==> src/rtl/vga_pkg.sv <==
// rtl/vga_pkg.sv - shared count type and default VGA timing constants
package vga_pkg;

    typedef logic [10:0] cnt_t;

    localparam int H_ACTIVE_DEF = 1024;
    localparam int H_FP_DEF     = 24;
    localparam int H_SYNC_DEF   = 136;
    localparam int H_BP_DEF     = 160;
    localparam int V_ACTIVE_DEF = 768;
    localparam int V_FP_DEF     = 3;
    localparam int V_SYNC_DEF   = 6;
    localparam int V_BP_DEF     = 29;

    // Largest total an 11-bit counter can sequence through
    localparam int CNT_LIMIT    = 2048;

endpackage

==> src/rtl/vga_if.sv <==
// rtl/vga_if.sv - video timing bundle between the generator and draw stages
interface vga_if;
    import vga_pkg::*;

    cnt_t        hcount;
    cnt_t        vcount;
    logic        hsync;
    logic        vsync;
    logic        hblnk;
    logic        vblnk;
    logic [11:0] rgb;

    modport out (output hcount, vcount, hsync, vsync, hblnk, vblnk, rgb);
    modport in  (input  hcount, vcount, hsync, vsync, hblnk, vblnk, rgb);

endinterface

==> src/rtl/timing_counter.sv <==
// rtl/timing_counter.sv - one timing axis: wrapping counter with blank/sync flags
module timing_counter
    import vga_pkg::*;
#(
    parameter int TOTAL      = 1344,
    parameter int ACTIVE     = 1024,
    parameter int SYNC_START = 1048,
    parameter int SYNC_END   = 1184
) (
    input  logic clk,
    input  logic rst,
    input  logic en,
    output cnt_t count,
    output logic blnk,
    output logic sync,
    output logic wrap
);

    localparam cnt_t C_LAST       = cnt_t'(TOTAL - 1);
    localparam cnt_t C_ACTIVE     = cnt_t'(ACTIVE);
    localparam cnt_t C_SYNC_START = cnt_t'(SYNC_START);
    localparam cnt_t C_SYNC_END   = cnt_t'(SYNC_END);

    cnt_t w_nxt;

    // Next count; wrap tells the caller this edge returns the axis to zero
    always_comb begin
        w_nxt = count;
        wrap  = 1'b0;
        if (en) begin
            if (count == C_LAST) begin
                w_nxt = '0;
                wrap  = 1'b1;
            end else begin
                w_nxt = count + cnt_t'(1);
            end
        end
    end

    // Flags are decoded from the next count so they land with it, zero skew
    always_ff @(posedge clk or negedge rst) begin
        if (!rst) begin
            count <= '0;
            blnk  <= 1'b0;
            sync  <= 1'b0;
        end else begin
            count <= w_nxt;
            blnk  <= (w_nxt >= C_ACTIVE);
            sync  <= (w_nxt >= C_SYNC_START) && (w_nxt < C_SYNC_END);
        end
    end

endmodule

==> src/rtl/vga_timing_gen.sv <==
// rtl/vga_timing_gen.sv - VGA timing generator; define VGA_FRAME_CNT_EN to add the frame_cnt output
module vga_timing_gen
    import vga_pkg::*;
#(
    parameter int H_ACTIVE = H_ACTIVE_DEF,
    parameter int H_FP     = H_FP_DEF,
    parameter int H_SYNC   = H_SYNC_DEF,
    parameter int H_BP     = H_BP_DEF,
    parameter int V_ACTIVE = V_ACTIVE_DEF,
    parameter int V_FP     = V_FP_DEF,
    parameter int V_SYNC   = V_SYNC_DEF,
    parameter int V_BP     = V_BP_DEF
) (
    input  logic        clk,
    input  logic        rst,
    vga_if.out          vout,
    output logic        sof,
    output logic        eol
`ifdef VGA_FRAME_CNT_EN
    ,
    output logic [15:0] frame_cnt
`endif
);

    localparam int   H_TOTAL   = H_ACTIVE + H_FP + H_SYNC + H_BP;
    localparam int   V_TOTAL   = V_ACTIVE + V_FP + V_SYNC + V_BP;
    // eol is registered, so it is armed while hcount sits one before the last pixel
    localparam cnt_t C_EOL_PRE = cnt_t'(H_TOTAL - 2);

    if (H_TOTAL > CNT_LIMIT || V_TOTAL > CNT_LIMIT) begin : g_bad_cfg
        $error("vga_timing_gen: H_TOTAL or V_TOTAL exceeds 11-bit counter range");
    end

    cnt_t w_h_count;
    cnt_t w_v_count;
    logic w_h_blnk;
    logic w_h_sync;
    logic w_h_wrap;
    logic w_v_blnk;
    logic w_v_sync;
    logic w_v_wrap;
    logic w_sof_nxt;
    logic w_eol_nxt;
    logic r_sof;
    logic r_eol;

    timing_counter #(
        .TOTAL      (H_TOTAL),
        .ACTIVE     (H_ACTIVE),
        .SYNC_START (H_ACTIVE + H_FP),
        .SYNC_END   (H_ACTIVE + H_FP + H_SYNC)
    ) u_h_cnt (
        .clk   (clk),
        .rst   (rst),
        .en    (1'b1),
        .count (w_h_count),
        .blnk  (w_h_blnk),
        .sync  (w_h_sync),
        .wrap  (w_h_wrap)
    );

    timing_counter #(
        .TOTAL      (V_TOTAL),
        .ACTIVE     (V_ACTIVE),
        .SYNC_START (V_ACTIVE + V_FP),
        .SYNC_END   (V_ACTIVE + V_FP + V_SYNC)
    ) u_v_cnt (
        .clk   (clk),
        .rst   (rst),
        .en    (w_h_wrap),
        .count (w_v_count),
        .blnk  (w_v_blnk),
        .sync  (w_v_sync),
        .wrap  (w_v_wrap)
    );

    // Both axes wrapping on the same edge means the next position is (0,0)
    assign w_sof_nxt = w_h_wrap & w_v_wrap;
    assign w_eol_nxt = (w_h_count == C_EOL_PRE);

    // Frame and line pulses registered alongside the counters they mark
    always_ff @(posedge clk or negedge rst) begin
        if (!rst) begin
            r_sof <= 1'b0;
            r_eol <= 1'b0;
        end else begin
            r_sof <= w_sof_nxt;
            r_eol <= w_eol_nxt;
        end
    end

`ifdef VGA_FRAME_CNT_EN
    logic [15:0] r_frame_cnt;

    // Frames started since reset, updated on the same edge that raises sof
    always_ff @(posedge clk or negedge rst) begin
        if (!rst) begin
            r_frame_cnt <= '0;
        end else if (w_sof_nxt) begin
            r_frame_cnt <= r_frame_cnt + 16'd1;
        end
    end

    assign frame_cnt = r_frame_cnt;
`endif

    assign vout.hcount = w_h_count;
    assign vout.vcount = w_v_count;
    assign vout.hsync  = w_h_sync;
    assign vout.vsync  = w_v_sync;
    assign vout.hblnk  = w_h_blnk;
    assign vout.vblnk  = w_v_blnk;
    // Draw stages replace the pixel value downstream
    assign vout.rgb    = 12'h000;
    assign sof         = r_sof;
    assign eol         = r_eol;

endmodule

==> src/flat_wrapper.sv <==
// flat-port wrapper written by rule: the top's interface ports become plain ports
module vga_timing_gen_flat import vga_pkg::*;
#(
    parameter int H_ACTIVE = H_ACTIVE_DEF,
    parameter int H_FP     = H_FP_DEF,
    parameter int H_SYNC   = H_SYNC_DEF,
    parameter int H_BP     = H_BP_DEF,
    parameter int V_ACTIVE = V_ACTIVE_DEF,
    parameter int V_FP     = V_FP_DEF,
    parameter int V_SYNC   = V_SYNC_DEF,
    parameter int V_BP     = V_BP_DEF
)
  (clk, rst, sof, eol, vout_hcount, vout_vcount, vout_hsync, vout_vsync, vout_hblnk, vout_vblnk, vout_rgb);
  vga_if vout_i ();
  input  logic clk;
  input  logic rst;
  output logic sof;
  output logic eol;
  output wire logic [$bits(vout_i.hcount)-1:0] vout_hcount;
  output wire logic [$bits(vout_i.vcount)-1:0] vout_vcount;
  output wire logic [$bits(vout_i.hsync)-1:0] vout_hsync;
  output wire logic [$bits(vout_i.vsync)-1:0] vout_vsync;
  output wire logic [$bits(vout_i.hblnk)-1:0] vout_hblnk;
  output wire logic [$bits(vout_i.vblnk)-1:0] vout_vblnk;
  output wire logic [$bits(vout_i.rgb)-1:0] vout_rgb;
  assign vout_hcount = vout_i.hcount;
  assign vout_vcount = vout_i.vcount;
  assign vout_hsync = vout_i.hsync;
  assign vout_vsync = vout_i.vsync;
  assign vout_hblnk = vout_i.hblnk;
  assign vout_vblnk = vout_i.vblnk;
  assign vout_rgb = vout_i.rgb;
  vga_timing_gen #(.H_ACTIVE(H_ACTIVE), .H_FP(H_FP), .H_SYNC(H_SYNC), .H_BP(H_BP), .V_ACTIVE(V_ACTIVE), .V_FP(V_FP), .V_SYNC(V_SYNC), .V_BP(V_BP)) u_core (.clk(clk), .rst(rst), .vout(vout_i), .sof(sof), .eol(eol));
endmodule
==> config.mk <==
export PLATFORM = sky130hd
export DESIGN_NAME = vga_timing_gen_flat
export DESIGN_NICKNAME = d
export VERILOG_FILES = /design/src/rtl/vga_pkg.sv /design/src/rtl/vga_if.sv /design/src/rtl/timing_counter.sv /design/src/rtl/vga_timing_gen.sv /design/src/flat_wrapper.sv
export SDC_FILE = /design/constraint.sdc
export NUM_CORES = 1
export LEC_CHECK = 0
export BUFFER_PORTS_ARGS = -buffer_cell sky130_fd_sc_hd__buf_4
export CORE_MARGIN = 2
export CORE_UTILIZATION = 45
export CTS_CLUSTER_SIZE = 25
export DETAILED_ROUTE_END_ITERATION = 6
export PLACE_DENSITY = 0.73
export SLEW_MARGIN = 20
export SYNTH_ARGS = -nofsm -noshare
export SYNTH_HDL_FRONTEND = slang
export SYNTH_SLANG_ARGS = --single-unit
==> constraint.sdc <==
create_clock -name clk -period 3.1 [get_ports clk]
set_clock_uncertainty 0.15 [all_clocks]
set_input_delay 0.62 -clock clk [delete_from_list [all_inputs] [get_ports clk]]
set_output_delay 0.62 -clock clk [all_outputs]
set_load 0.01 [all_outputs]
After elaboration in Yosys (flattened, before gate mapping)
Cells that the tools add are included.
- bits in registers: 28
- latch bits: 0
- memory bits (writable): 0
- ROM bits: 0
- output and inout bits: 40
- logic and storage cells: 28
- memories kept: 0
- add/sub/neg operators: 2
- $mul: 0
- div/mod/pow operators: 0
- magnitude comparators: 6
- equal/unequal tests: 3
- shifts and indexed selects: 0
- muxes and demuxes: 6
- bitwise logic cells: 1
- reduce and logical (&&, ||, !) cells: 2
- operator list (kind ; number):
    2-to-1 mux 11 bit ; 3
    adder 11 x 1 -> 11 bit, second input constant ; 2
    equality test 11 bit, second input constant ; 2
    greater-or-equal comparator 11 x 10 -> 1 bit, second input constant ; 2
    greater-or-equal comparator 11 bit, second input constant ; 2
    equality test 11 x 10 -> 1 bit, second input constant ; 1
    less-than comparator 11 x 10 -> 1 bit, second input constant ; 1
    less-than comparator 11 bit, second input constant ; 1
    2-to-1 mux 1 bit ; 3
    logical AND 1 bit ; 2
    bitwise AND 1 bit ; 1

Depth between registers and ports, before layout
- depth in word-level cells: 5
- depth in mapped cells: 8

Hierarchy
From an unflattened synthesis, not the netlist that was laid out.
- cells, all modules: 189
- area, all modules: 1818.0 µm²
- modules (own cells, without submodules) (module ; times used ; cells an instance ; area an instance (µm²) ; sequential area each (µm²)):
    timing_counter at u_core.u_v_cnt ; 1 ; 97 ; 909.6 ; 325.3
    timing_counter at u_core.u_h_cnt ; 1 ; 71 ; 718.2 ; 300.3
    vga_timing_gen ; 1 ; 21 ; 190.2 ; 50.0

Worst setup path after synthesis
Ideal clock, no wire load.
- path kind: register -> register
- from: register u_core.u_h_cnt.count[9]
- to: register u_core.u_v_cnt.sync
- setup time: 0.096 ns
- data arrival time: 2.243 ns
- data required time: 2.854 ns
- setup slack: 0.611 ns
- stages on the path, launching flop included: 8
- path through: dfrtp_1 > or4b_4 > buf_6 > or4_4 > nor3_1 > xnor2_1 > nand3b_1 > nor4_2
- longest elaborated chain between the ends: 5
- elaborated cells between the ends (all ways): 6
- ends and longest elaborated chain (what ; RTL line ; source):
    start: declaration ; timing_counter.sv:13 ; output cnt_t count,
    start signal: assignment ; timing_counter.sv:47 ; count <= w_nxt;
    equality test 11 bit (*) ; timing_counter.sv:31 ; if (count == C_LAST) begin
    2-to-1 mux 1 bit (*) ; timing_counter.sv:31 ;
    2-to-1 mux 11 bit (*) ; timing_counter.sv:30 ; if (en) begin
    greater-or-equal comparator 11 x 10 -> 1 bit / less-than comparator 11 x 10 -> 1 bit (equally long branches) ; timing_counter.sv:49 ; sync <= (w_nxt >= C_SYNC_START) && (w_nxt < C_SYNC_END);
    logical AND 1 bit (*) ; timing_counter.sv:49 ;
    end signal: assignment ; timing_counter.sv:49 ;
    end: declaration ; timing_counter.sv:15 ; output logic sync,
Every way passes the cells marked *; elsewhere a longest branch is shown, timed or not.

Final worst setup path
- from: register u_core.u_h_cnt.count[0]
- to: register u_core.u_v_cnt.sync
The elaborated chain is that of the path after synthesis.

==> summary.txt <==
DP Worst Slack = 0.512 ns
GRT Util Overall = 17.1%
pwr/cell area = 301 nW/um2
combinational share of power = 2.6%
Synth top area share = 42.8%
Slew @ Worst Pin = 0.558 ns
post-DP HPWL = 2.50 mm
Remaining DRCs = 0
GR Overflow Total = 0
final setup margin = 0.466 ns
Critical Path Slowest Stage Cell = or4_4
worst path bufs/invs = 0
Die W = 64.3 um
vias in the first global route = 1,224
cts hold-fix bufs = 0
static leakage = 0.898 nW
Mean Syn Cell Area = 9.69 um2
Die ar. = 4140 um2
CP arrival = 2.73 ns
Post-synth EDFFs = 0
WL/cell = 13.9 um
crit path cell chain = ha_1 -> nand4_1 -> or4_4 -> nor3_1 -> xnor2_1 -> nand3b_1 -> nor4_2
clock power share = 32.3%
# IOs = 42
Clock transition at path regs = 0.15 ns
nets = 203
Async S/R FF share, synth = 100%
crit path max fanout = 7
Slowest Stage Delay on Critical Path = 0.64 ns
CTS sink cnt = 28
Yosys cell types = 46
Clock Latency Late Sink = 0.33 ns
routing usage on met3 = 1.58%
post-synthesis cell area = 1640 um2
peak supply drop = 144 uV
Worst setup SP type = register
internal cell power = 0.438 mW
most common cell in the synthesized netlist = dfrtp_1
final hold violations = 0
Bufs on Longest Clock Path = 2
CTS tree = built
Final Routed Wirelength = 3.36 mm
top cells by area, synth = dfrtp_1 43%, buf_4 6.9%, nand3_1 4.3%
non-filler cells, final = 242
Initial Util = 47.9%
switching share of power = 21.9%
first-pass GRT wire length = 5.62 mm
M1 GR Usage = 23.4%
sequential area share after synthesis = 42.8%
number of max-cap violations = 0
synthesized flop and latch total = 28
DR vias/cell = 5.43
count of final setup violators = 0
Area Growth Syn to Fin = 13.9%
Post-DRT Antenna Nets = 0
Tot Pwr = 0.561 mW
Max Slew Vio Count = 0
Placed Cells = 238
Crit. End Element = register
Critical Path RT = 3.20 ns
CTS Buf Count = 3
Die Y = 64.3 um
Largest delay share family, worst path = simple AND/OR/NAND/NOR gates
status = finished, final reports clean
dominant cell type by area after synthesis = dfrtp_1
Synth Warn # = 0
crit share post-route = 85.0%
Hold Crit Class = input port to async pin
Psw = 0.123 mW
Slew headroom = 62.3%
WHS = 0.0244 ns
GR peak layer = met2
core area = 3420 um2
Mapped Cells = 169
gp weighted congestion = 0.854
RSZ-0062 raised after global routing = no
antenna violations before repair = 0
ANT cells = 0
fin crit period = 2.63 ns
drt initial violations = 23
Pre-antenna DRT Iters = 4
H-tree depth = 1
Filler cells = 333
WS Path Type = register to register
row cnt = 21
number of gates resized after cts = 0
Synth Flop Type = dfrtp_1
register share of total power = 65.1%
most frequent cells after synthesis = 28 x dfrtp_1, 15 x buf_4, 14 x nand3_1
setup tns final = 0 ns
Setup Fix Bufs, Post-CTS = 0
largest net degree at the start of global routing = 29
IO buf count = 29
CTS root buf = clkbuf_4
fmax = 380 MHz
layout cells sized above 1 = 21.4%
grt met2 use = 27.9%
via count = 1,313
==> per-layer routing <==
layer	wire, um	up-vias
met5	0	-
met2	1710	25
met4	57	0
met3	86	4
met1	1510	643
li1	-	641
==> path summary, 6_finish.rpt <==
check | from | end | slack, ns | cells after the start
setup / recovery | u_core.u_h_cnt.count[0] | u_core.u_v_cnt.sync | 0.47 | 7
hold / removal | rst | u_core.u_h_cnt.count[8] | 0.02 | 1
setup reg to reg | u_core.u_h_cnt.count[0] | u_core.u_v_cnt.sync | 0.47 | 7
hold reg to reg | u_core.u_h_cnt.count[0] | u_core.u_h_cnt.count[0] | 0.41 | 1
max in group asynchronous | rst | u_core.u_v_cnt.sync | 2.51 | 1
min in group clk | u_core.u_h_cnt.count[0] | u_core.u_h_cnt.count[0] | 0.41 | 1
==> state kept, by name, indices dropped and copies added (netlist names) <==
| name | cells |
|---|---|
| u_core.u_v_cnt.blnk | 1 |
| u_core.u_h_cnt.blnk | 1 |
| u_core.u_h_cnt.count | 11 |
| u_core.u_v_cnt.count | 11 |
| u_core.eol | 1 |
| u_core.u_v_cnt.sync | 1 |
| u_core.u_h_cnt.sync | 1 |
| u_core.sof | 1 |
==> power groups by stage <==
stage          clock [mW]  sequential [mW]  combinational, mW
3_5_place_dp            0            0.372             0.0145
5_1_grt             0.206            0.366             0.0168
4_1_cts             0.188            0.365             0.0146
2_1_floorplan           0            0.372             0.0175
6_report            0.181            0.365             0.0143
3_3_place_gp            0            0.372             0.0143
==> cell type report <==
cell class | count | area, um2 | area share (%)
Timing Repair Buffer | 30 | 225 | 12.1
Inverter | 6 | 22.5 | 1.21
Clock buffer | 4 | 36.3 | 1.95
Multi-Input combinational cell | 128 | 823 | 44.1
Sequential cell | 28 | 701 | 37.6
Tap cell | 46 | 57.6 | 3.09
==> placed cells by master (no fill, tap or decap), drive strengths merged, types with 6 or more instances in the layout <==
cell type  instances
nor4               7
xnor2              6
xor2               6
nand2             12
nand3             14
inv                6
nor3               6
nor2               9
dfrtp             28
buf               30
conb              12
o21ai              7
==> through the flow <==
step	area, um2	utilization [%]
2_1_floorplan	1680	-
3_3_place_gp	1830	53.6
3_5_place_dp	1830	53.6
4_1_cts	1870	54.6
5_1_grt	1870	54.6
6_report	1870	54.6
==> logic make-up after synthesis <==
logic type | Yosys count | synth area share [%]
xor gates and xnor gates | 12 | 6.42
AOI/OAI and AO/OA | 25 | 10.5
muxes | 2 | 1.37
DFF | 28 | 42.8
adders and majority gates | 4 | 3.06
other | 1 | 0.229
and+or+nand+nor | 73 | 26.2
buffers and inverters | 24 | 9.47
No activity file was read; power rests on OpenSTA's default activity.
